**src/rtl/apb_req_bridge.sv**
```systemverilog
// Single-outstanding request/response to APB master bridge; optional ACCESS timeout via APB_REQ_BRIDGE_TIMEOUT_EN.
// Latency: accept edge N -> SETUP, ACCESS, rsp_valid in the third cycle after accept plus one per wait state.
// Backpressure: req_ready only in IDLE; response held in RESP until rsp_ready, blocking new requests.
module apb_req_bridge #(
    parameter int ADDR_WIDTH     = 32,
    parameter int DATA_WIDTH     = 32,
    parameter int WSTRB_WIDTH    = (DATA_WIDTH - 1) / 8 + 1,
    parameter int TIMEOUT_CYCLES = 16
) (
    input  logic                   clk,
    input  logic                   rstn,
    input  logic                   req_valid,
    output logic                   req_ready,
    input  logic                   req_write,
    input  logic [ADDR_WIDTH-1:0]  req_addr,
    input  logic [DATA_WIDTH-1:0]  req_wdata,
    input  logic [WSTRB_WIDTH-1:0] req_strb,
    output logic                   rsp_valid,
    input  logic                   rsp_ready,
    output logic [DATA_WIDTH-1:0]  rsp_rdata,
    output logic                   rsp_err,
    output logic                   m_psel,
    output logic                   m_penable,
    output logic                   m_pwrite,
    output logic [ADDR_WIDTH-1:0]  m_paddr,
    output logic [DATA_WIDTH-1:0]  m_pwdata,
    output logic [WSTRB_WIDTH-1:0] m_pstrb,
    input  logic [DATA_WIDTH-1:0]  m_prdata,
    input  logic                   m_pready,
    input  logic                   m_pslverr
);

    typedef enum logic [1:0] {IDLE, SETUP, ACCESS, RESP} state_t;

    state_t state, state_nxt;
    logic   tmo;

`ifdef APB_REQ_BRIDGE_TIMEOUT_EN
    localparam int CNT_W = $clog2(TIMEOUT_CYCLES + 1);

    logic [CNT_W-1:0] tmo_cnt;

    // Fires on the last permitted wait cycle, so ACCESS lasts exactly TIMEOUT_CYCLES cycles.
    assign tmo = (state == ACCESS) && !m_pready &&
                 (tmo_cnt == CNT_W'(TIMEOUT_CYCLES - 1));

    always_ff @(posedge clk or negedge rstn) begin
        if (!rstn) begin
            tmo_cnt <= '0;
        end else if (state == SETUP) begin
            tmo_cnt <= '0;
        end else if (state == ACCESS && !m_pready) begin
            tmo_cnt <= tmo_cnt + 1'b1;
        end
    end
`else
    assign tmo = 1'b0;
`endif

    always_ff @(posedge clk or negedge rstn) begin
        if (!rstn) begin
            state <= IDLE;
        end else begin
            state <= state_nxt;
        end
    end

    always_comb begin
        state_nxt = state;
        req_ready = 1'b0;
        rsp_valid = 1'b0;
        m_psel    = 1'b0;
        m_penable = 1'b0;
        unique case (state)
            IDLE: begin
                req_ready = 1'b1;
                if (req_valid) state_nxt = SETUP;
            end
            SETUP: begin
                m_psel    = 1'b1;
                state_nxt = ACCESS;
            end
            ACCESS: begin
                m_psel    = 1'b1;
                m_penable = 1'b1;
                if (m_pready || tmo) state_nxt = RESP;
            end
            RESP: begin
                rsp_valid = 1'b1;
                if (rsp_ready) state_nxt = IDLE;
            end
            default: state_nxt = IDLE;
        endcase
    end

    // Request fields are only loaded in IDLE, so they stay stable for the whole APB transfer.
    always_ff @(posedge clk or negedge rstn) begin
        if (!rstn) begin
            m_pwrite  <= 1'b0;
            m_paddr   <= '0;
            m_pwdata  <= '0;
            m_pstrb   <= '0;
            rsp_rdata <= '0;
            rsp_err   <= 1'b0;
        end else begin
            if (state == IDLE && req_valid) begin
                m_pwrite <= req_write;
                m_paddr  <= req_addr;
                m_pwdata <= req_wdata;
                m_pstrb  <= req_write ? req_strb : '0;
            end
            if (state == ACCESS) begin
                // Slave completion takes priority over a coincident timeout.
                if (m_pready) begin
                    rsp_rdata <= m_pwrite ? '0 : m_prdata;
                    rsp_err   <= m_pslverr;
                end else if (tmo) begin
                    rsp_rdata <= '0;
                    rsp_err   <= 1'b1;
                end
            end
        end
    end

endmodule

```
**config.mk**
```make
export PLATFORM = sky130hd
export DESIGN_NAME = apb_req_bridge
export DESIGN_NICKNAME = d
export VERILOG_FILES = /design/src/rtl/apb_req_bridge.sv
export SDC_FILE = /design/constraint.sdc
export NUM_CORES = 1
export LEC_CHECK = 0
export BUFFER_PORTS_ARGS = -buffer_cell sky130_fd_sc_hd__buf_2
export CAP_MARGIN = 0
export CORE_ASPECT_RATIO = 0.9
export CORE_MARGIN = 2
export CORE_UTILIZATION = 48
export DETAILED_ROUTE_END_ITERATION = 7
export PLACE_DENSITY = 0.93
export SKIP_LAST_GASP = 1
export SLEW_MARGIN = 20
export SYNTH_ARGS = -nofsm -noshare
export SYNTH_HDL_FRONTEND = slang
export SYNTH_SLANG_ARGS = --single-unit
```
**constraint.sdc**
```tcl
create_clock -name clk -period 4.1 [get_ports clk]
set_input_delay 0.82 -clock clk [delete_from_list [all_inputs] [get_ports clk]]
set_output_delay 0.82 -clock clk [all_outputs]
set_load 0.05 [all_outputs]
```
==> impl_results.md, run 1 <==
* Syn_area_per_cell at approximately 13 µm²
* Highest Clock Rate at 420 MHz
* WP data required at 3280 ps
* Synth area leader: dfrtp_1
* Largest net degree at the start of global routing at 80
* Setup violations, final at 0
* CP max-delay cell: dfrtp_1
* Storage cell area at 2600 µm²
* Fill cells at 620
* Synth Area in Adders at 0.927%
* Final Skew at 7.74 ps
* Final hold violations at 0
* Core ar. at 8110 µm²
* Starting density of the core at 49.9%
* Post-detail-place hpwl at 6910 µm
* Post-Synth XOR/XNOR Area at 0%
* Routed Antenna Nets at 0
* Sequential area share after synthesis at 64.3%
* Global-route wire length before repair at 14700 µm
* Worst Setup Path Type: flip-flop to primary output
* Top post-synthesis cells by area: dfrtp_1 (64%), mux2_2 (18%), nand2b_1 (4.9%)
* GR Overflow Total at 0
* DR WL/cell at 14.9 µm
* Slew Viols, Final at 0
* Synth Instances at 309
* Post-CTS Hold Fix Bufs at 0
* Crit-path leading delay family: flip-flops
* RSZ-0062 raised after global routing: no
* DR vias/cell at 4.92
* Reg2Reg Capture Point: m_paddr[28]$_DFFE_PN0P_
* TritonCTS Buffers at 9
* Reg-to-Reg Start: state[0]$_DFFE_PN0P_
* Worst path arrival time at 1560 ps
* GRT Total Usage at 20.1%
* Layout cells sized above 1 at between 50% and 60%
* Final Non-Filler Cells at 623
* Number of global-route vias before repair at around 3.2k
* Setup TNS at 0 ps
* DRC violations left at 0
* Cell Chain, Critical Path: buf_2
* Diode count at 0
* Synth Area in Simple Gates at roughly 8.9%
* CP max stage delay at 820 ps
* Crit end category: primary output
* Most common cell after layout, fill and taps aside: buf_2
* Worst-skew pair later-pin latency at between 300 and 400 ps
* Final WL at 9300 µm
* Hold slack at 484 ps
* Main combinational cell family by area after synthesis: multiplexers
* Number of top-level pins at 213
* Min Tclk post-route at around 2400 ps
* Rel. slew slack at between 30% and 40%
* Synth Cell Area at between 4000 and 5000 µm²
* Via Count at 3065
* Cell variety after synth at 14
* Clk sink count at 104
* Initial antenna violation count at 0
* Setup Fix Bufs, Post-CTS at 0
* Hold Crit Endpoint: rsp_rdata[6]$_DFFE_PN0P_
* Die span in y at 91.1 µm
* Hold_sp: rsp_rdata[6]$_DFFE_PN0P_
* Multiplexer share of the synthesized area at 18.9%
* Hold path depth at 2
* CP bufs+invs at 1
* R2R cell count at 5
* Compound-Gate Fraction of Synth Area at 4.70%
* Port bufs at 212
* Clock root buffer: clkbuf_8
* Clk slew on worst S/H paths at approximately 100 ps
* CTS tree: built
* Die width at 101 µm
* Max capacitance violation total at 0
* # resized after CTS at 0
* Worst slew pin tran at between 900 and 1000 ps
* Post-synth net total at around 420
* Initial DRT Pass Iterations at 4
* Initial DRC count at 56
* Hold crit path type: flip-flop to flip-flop
* Final critical-path share of the clock period at 58.1%
* Routability cong. at 0.751
* Crit-path max FO at 34
* Most frequent cells in the layout: buf_2 (211), dfrtp_1 (104), mux2_2 (66)
* # rows at 31
* Area share of the largest cell type after synthesis at 64.3%
* R2R setup slack at 1820 ps
* CTS Buffer Depth at 2
* Post-synthesis register bit count at 104
* Synthesis-to-finish area growth at 33.4%
* Area of the multi-input gates at approximately 1400 µm²
* Post-Place Cells at 608
* Nets at 630
* Worst setup SP type: flip-flop
* Synth warn at 0
* Status: complete, no violations
* H-tree levels at 3
* Die area at about 9200 µm²
[how the worst max path moves through the flow]
stage	from	to	slack (ps)	cells past startpoint
2_1_floorplan	state[0]$_DFFE_PN0P_	m_paddr[0]$_DFFE_PN0P_	2220	5
3_5_place_dp	req_valid	m_paddr[15]$_DFFE_PN0P_	1580	4
6_report	m_pwrite$_DFFE_PN0P_	m_pwrite	1720	1
4_1_cts	m_pwrite$_DFFE_PN0P_	m_pwrite	1690	1
5_1_grt	m_pwrite$_DFFE_PN0P_	m_pwrite	1570	1
3_3_place_gp	req_valid	m_paddr[17]$_DFFE_PN0P_	1650	4
[registers in the layout, indices dropped and copies added, names as in the netlist]
| name | count |
|---|---|
| rsp_err | 1 |
| state | 2 |
| m_pstrb | 4 |
| m_pwrite | 1 |
| m_paddr | 32 |
| rsp_rdata | 32 |
| m_pwdata | 32 |
[per-stage QoR]
step,setup slack [ps],utilization (%),area (µm²)
finish,1720,66.6,5400
global route,1570,66.6,5400
CTS,1690,66.6,5400
detailed placement,1580,64.2,5200
global placement,1650,64.2,5200
floorplan,2220,-,4050
[cell families after synthesis]
family | count (synthesis)
flip-flops | 104
adder cells (fa/ha/maj) | 3
AO/OA/AOI/OAI | 37
multiplexers | 68
AND/OR/NAND/NOR | 75
buffers and inverters | 22
[layout make-up]
cell class              count  share of cell area (%)
inverters                   5                   0.348
well taps                  99                    2.29
repair buffers            217                    20.4
clock buffers              11                    2.62
multi-input cells         183                    25.2
flip-flops and latches    104                    48.2
clock inverters             4                   0.996
[Yosys cell counts]
library cell / instances
buf_1: 1
dfrtp_1: 104
buf_2: 8
mux2_2: 66
mux2i_1: 1
a222oi_1: 1
nand2b_1: 32
inv_1: 5
clkbuf_1: 8
o21ai_0: 36
nand2_1: 42
nor2_1: 1
ha_1: 3
mux2_1: 1
[metal layers]
metal | share of wire, % | wire length (µm) | GRT usage, %
met1 | 40 | 3670 | 22.7
met2 | 51 | 4770 | 36.1
met3 | 7.5 | 697 | 6.77
met4 | 1.7 | 160 | 4.79
met5 | 0 | 0 | 0
Power of run 1 is not shown: default switching activity piles up to over one toggle a cycle in this logic, so the estimate is an artifact.
==> run 2: changes to the inputs <==
Settings changed: ABC_AREA from default to 1, CORE_UTILIZATION 48 to 41, PLACE_DENSITY 0.93 to 0.86.
Clock period 4.1 ns to 1.94 ns, I/O delays scaled along.
==> impl_results.md, run 2 <==
* Worst-skew pair later-pin latency at between 300 and 400 ps
* Global-route wire length before repair at around 16000 µm
* Routed Antenna Nets at 0
* GR Overflow Total at 0
* H-tree levels at 3
* Top post-synthesis cells by area: dfrtp_1 (64%), nand2_1 (26%), o21ai_0 (4.6%)
* Synth Cell Area at 4060 µm²
* Max VDD drop at 1.14 mV
* Initial DRC count at 282
* Port bufs at 212
* WP data required at between 1500 and 2000 ps
* Post-synth top flop: dfrtp_1
* Initial antenna violation count at 0
* Final WL at between 10000 and 15000 µm
* Setup Fix Bufs, Post-CTS at 0
* Number of top-level pins at 213
* DR WL/cell at 12.9 µm
* Via Count at 3711
* Max capacitance violation total at 0
* Async SR Flop Fraction at 100%
* Fill cells at 848
* Setup violations, final at 0
* CTS tree: built
* Largest net degree at the start of global routing at 58
* Area of the multi-input gates at 1290 µm²
* Crit-path leading delay family: flip-flops
* Final hold violations at 0
* Largest registers: m_paddr x32, m_pwdata x32, rsp_rdata x32
* Core ar. at approximately 9700 µm²
* Post-Place Cells at between 700 and 800
* Die area at 10700 µm²
* TritonCTS Buffers at 9
* Sequential area share after synthesis at 64.1%
* Status: complete, no violations
* Sw Ratio at between 50 and 60%
* Worst slew pin tran at between 300 and 400 ps
* PD cells at 2100 nW/µm²
* Most common cell after layout, fill and taps aside: nand2_1
* Final critical-path share of the clock period at ~93%
* Number of global-route vias before repair at 3540
* Clk sink count at about 100
* Crit end category: primary output
* Synthesis-to-finish area growth at 33.8%
* Die span in y at 98.4 µm
* CP max-delay cell: dfrtp_1
* Net Sw Power at 0.00639 W
* Int Power at 0.00503 W
* Crit-path max FO at 3
* Rel. slew slack at 73.7%
* Worst path arrival time at 1410 ps
* Synth Instances at around 460
* Final Non-Filler Cells at 796
* Min Tclk post-route at 1800 ps
* Nets at 775
* Setup TNS at 0 ps
* Leak at 3.23 nW
* Post-detail-place hpwl at 7600 µm
* DRC violations left at 0
* CP max stage delay at 400 ps
* # rows at 34
* Cell variety after synth at 15
* Storage cell area at 2600 µm²
* Count leader, synth: nand2_1
* RSZ-0062 raised after global routing: no
* Hold crit path type: input pin to asynchronous set/reset pin
* Clk slew on worst S/H paths at around 100 ps
* Cell Chain, Critical Path: inv_1, ha_1, buf_2
* GRT Total Usage at 19.2%
* # resized after CTS at 0
* Layout cells sized above 1 at 35.4%
* CTS Buffer Depth at 2
* Area share of the largest cell type after synthesis at 64.1%
* Post-synth net total at between 500 and 600
* Routability cong. at around 0.81
* Post-synthesis register bit count at 104
* Comb pwr share at 56.9%
* Post-route core utilization at roughly 56%
* Worst setup SP type: flip-flop
* Diode count at 0
* Slew Viols, Final at 0
* Initial DRT Pass Iterations at 4
* Seq pwr share at 32.0%
* Starting density of the core at 42.1%
* Die width at 109 µm
* DR vias/cell at 4.66
* Clock share of power at 11.1%
* Commonest cells in the synthesized netlist: nand2_1 (276), dfrtp_1 (104), o21ai_0 (37)
* Synth warn at 0
* Clock root buffer: clkbuf_8
* Post-CTS Hold Fix Bufs at 0
* Final Skew at 8.19 ps
* Worst Setup Path Type: flip-flop to primary output
* Synth area leader: dfrtp_1
* Syn_area_per_cell at 8.87 µm²
* Post-synth EDFFs at 0
* CP bufs+invs at 2
* Most frequent cells in the layout: nand2_1 (276), buf_2 (211), dfrtp_1 (104)
* Highest Clock Rate at 555 MHz
[run 2: changes by cell type after synthesis, moves of 3 or more]
cell | before | now
nand2_1 | 42 | 276
mux2_2 | 66 | 0
nand2b_1 | 32 | 0
buf_6 | 0 | 4
inv_1 | 5 | 8
[run 2: kinds of logic after synthesis]
group | synth area share (%)
buf+inv | 4.22
compound gates | 4.56
simple gates | 26.2
fa+ha+maj | 0.924
flops | 64.1
[run 2: metal layers]
layer / GRT usage [%] / vias up / part of all wire [%]
li1: - / 1811 / -
met1: 24.4 / 1693 / 41
met2: 31.8 / 191 / 47
met3: 5.42 / 16 / 9.7
met4: 6.31 / 0 / 1.6
met5: 0 / - / 0
[run 2: final timing paths]
kind,start,end,slack (ps),cells after the start
setup reg to reg,state[0]$_DFFE_PN0P_,rsp_rdata[18]$_DFFE_PN0P_,390,5
setup / recovery,state[0]$_DFFE_PN0P_,m_psel,140,3
max in group asynchronous,rstn,m_pwdata[2]$_DFFE_PN0P_,1660,2
hold / removal,rstn,rsp_rdata[17]$_DFFE_PN0P_,20,2
min in group clk,req_wdata[8],m_pwdata[8]$_DFFE_PN0P_,220,3
hold reg to reg,m_paddr[13]$_DFFE_PN0P_,m_paddr[13]$_DFFE_PN0P_,480,2
[run 2: per-stage QoR]
stage / power (W) / worst slack (ps) / instance area (µm²) / hold slack [ps]
final: 0.0114 / 140 / 5440 / 16.1
after detailed placement: 0.0102 / 436 / 5260 / 416
after global placement: 0.0100 / 533 / 5260 / 404
after CTS: 0.0115 / 111 / 5440 / 12.0
after global routing: 0.0121 / 54.4 / 5440 / 14.4
after floorplan: 0.00861 / 242 / 4060 / 92.4
[run 2: layout make-up]
type	instances	area share, %
clock inverter	5	0.714
tap	126	2.90
inverter	9	0.622
clock buffer	11	2.60
timing repair buffer	220	21.6
sequential	104	47.9
multi-input combinational	321	23.7
[run 2: power by group through the flow]
stage	combinational [W]	clock, W	sequential [W]
finish	0.00650	0.00127	0.00366
detailed placement	0.00656	0	0.00367
global placement	0.00640	0	0.00365
global route	0.00693	0.00140	0.00377
floorplan	0.00170	0	0.00691
CTS	0.00654	0.00132	0.00366
Note: power is estimated with default switching activity, not from simulation.
==> run 3: changes to the inputs <==
Settings changed: GPL_TIMING_DRIVEN from default to 0, SETUP_SLACK_MARGIN from default to 0.2.
==> impl_results.md, run 3 (same netlist as run 2, synthesis figures left out) <==
* Largest registers: m_paddr x32, m_pwdata x32, rsp_rdata x32
* Crit-path leading delay family: flip-flops
* Setup violations, final at 0
* Routed Antenna Nets at 0
* CTS Buffer Depth at 2
* DR vias/cell at 4.63
* Final hold violations at 0
* Via Count at 3770
* Diode count at 0
* Setup ws final at 251 ps
* Worst Setup Path Type: flip-flop to primary output
* GR Overflow Total at 0
* TritonCTS Buffers at 9
* GRT Total Usage at 20.2%
* Most common cell after layout, fill and taps aside: nand2_1
* PD cells at between 2000 and 2500 nW/µm²
* Status: complete, no violations
* Initial antenna violation count at 0
* Synthesis-to-finish area growth at 36.5%
* Min Tclk post-route at 1690 ps
* Clk slew on worst S/H paths at ~100 ps
* # rows at 34
* CP bufs+invs at 2
* RSZ-0062 raised after global routing: yes
* Max capacitance violation total at 0
* Core ar. at approximately 9700 µm²
* Global-route wire length before repair at 17200 µm
* Final Total Pwr at between 0.01 and 0.015 W
* Largest net degree at the start of global routing at 57
* Cell Chain, Critical Path: buf_4, ha_1, buf_2
* DRC violations left at 0
* Hold slack at 223 ps
* Highest Clock Rate at 592 MHz
* CTS tree: built
* Worst path arrival time at 1300 ps
* Dpl ws at 387 ps
* Worst slew pin tran at roughly 470 ps
* DR WL/cell at between 10 and 15 µm
* Setup TNS at 0 ps
* Worst setup SP type: flip-flop
* Clock root buffer: clkbuf_8
* Leak at between 3 and 4 nW
* Initial DRT Pass Iterations at 4
* Die area at 10700 µm²
* Die span in y at 98.4 µm
* Crit-path max FO at 3
* Clk sink count at ~100
* Starting density of the core at 42.1%
* Initial DRC count at 186
* Fill cells at between 800 and 900
* Nets at 794
* Routability cong. at between 0.7 and 0.8
* Crit end category: primary output
* CP max-delay cell: dfrtp_1
* Layout cells sized above 1 at 35.8%
* Most frequent cells in the layout: nand2_1 (276), buf_2 (218), dfrtp_1 (104)
* Port bufs at 212
* Slew Viols, Final at 0
* CP max stage delay at 400 ps
* Max VDD drop at 1.04 mV
* Final Skew at 9.52 ps
* Hold crit path type: input pin to flip-flop
* H-tree levels at 3
* Final WL at around 11000 µm
* Fin area at 5540 µm²
* Die width at 109 µm
* Number of top-level pins at roughly 210
* Number of global-route vias before repair at between 3k and 4k
* Rel. slew slack at 68.4%
* Post-detail-place hpwl at 7970 µm
* Final critical-path share of the clock period at between 80% and 90%
* Worst-skew pair later-pin latency at about 350 ps
* WP data required at 1550 ps
* Placed cell areas at 5310 µm²
[run 3: final cells by class]
type,instances,area (µm²),share of cell area (%)
Sequential cell,104,2600,46.9
Timing Repair Buffer,215,1130,20.3
Tap cell,126,158,2.84
Buffer,24,138,2.48
Multi-Input combinational cell,321,1290,23.3
Inverter,9,33.8,0.609
Clock inverter,5,63.8,1.15
Clock buffer,11,131,2.37
[run 3: final timing paths]
kind	slack, ps	from	to	cells after the start
worst min register to register	480	m_paddr[26]$_DFFE_PN0P_	m_paddr[26]$_DFFE_PN0P_	2
max in group asynchronous	780	rstn	m_pwdata[9]$_DFFE_PN0P_	3
worst min-delay path	220	req_wdata[8]	m_pwdata[8]$_DFFE_PN0P_	3
min in group asynchronous	530	rstn	m_paddr[19]$_DFFE_PN0P_	2
worst max register to register	380	state[0]$_DFFE_PN0P_	m_paddr[15]$_DFFE_PN0P_	8
worst max-delay path	250	state[0]$_DFFE_PN0P_	rsp_valid	3
[run 3: stage by stage]
stage / std cells / utilization, %
finish: 815 / 57.4
floorplan: 458 / -
CTS: 814 / 57.2
global placement: 796 / 54.7
detailed placement: 797 / 55.0
global route: 815 / 57.4
[run 3: worst min-delay path, delay by kind of cell]
kind	cells	cell delay (ps)
simple gates	2	80
buf+inv	1	70
[run 3: what timing repair did]
item | 4_1_cts | 5_1_grt
setup endpoints to repair | 2 | 3
resized for setup | 2 | 5
cloned | 0 | 0
hold buffers | 1 | 0
hold endpoints to repair | 48 | 0
buffers inserted | 0 | 1
[run 3: where the power goes]
group | internal, W | switching, W | leakage, nW | total, W
clock network | 0.000611 | 0.000730 | 0.0945 | 0.00134
logic | 0.00149 | 0.00516 | 1.87 | 0.00665
registers | 0.00313 | 0.000514 | 1.31 | 0.00364
total | 0.00523 | 0.00640 | 3.28 | 0.0116
[run 3: per-layer routing]
layer | global-route usage, % | part of all wire [%] | vias to the layer above
met1 | 25.2 | 41 | 1747
met3 | 6.28 | 8.9 | 16
li1 | - | - | 1853
met4 | 6.90 | 1.8 | 0
met2 | 33.3 | 48 | 154
met5 | 0 | 0 | -
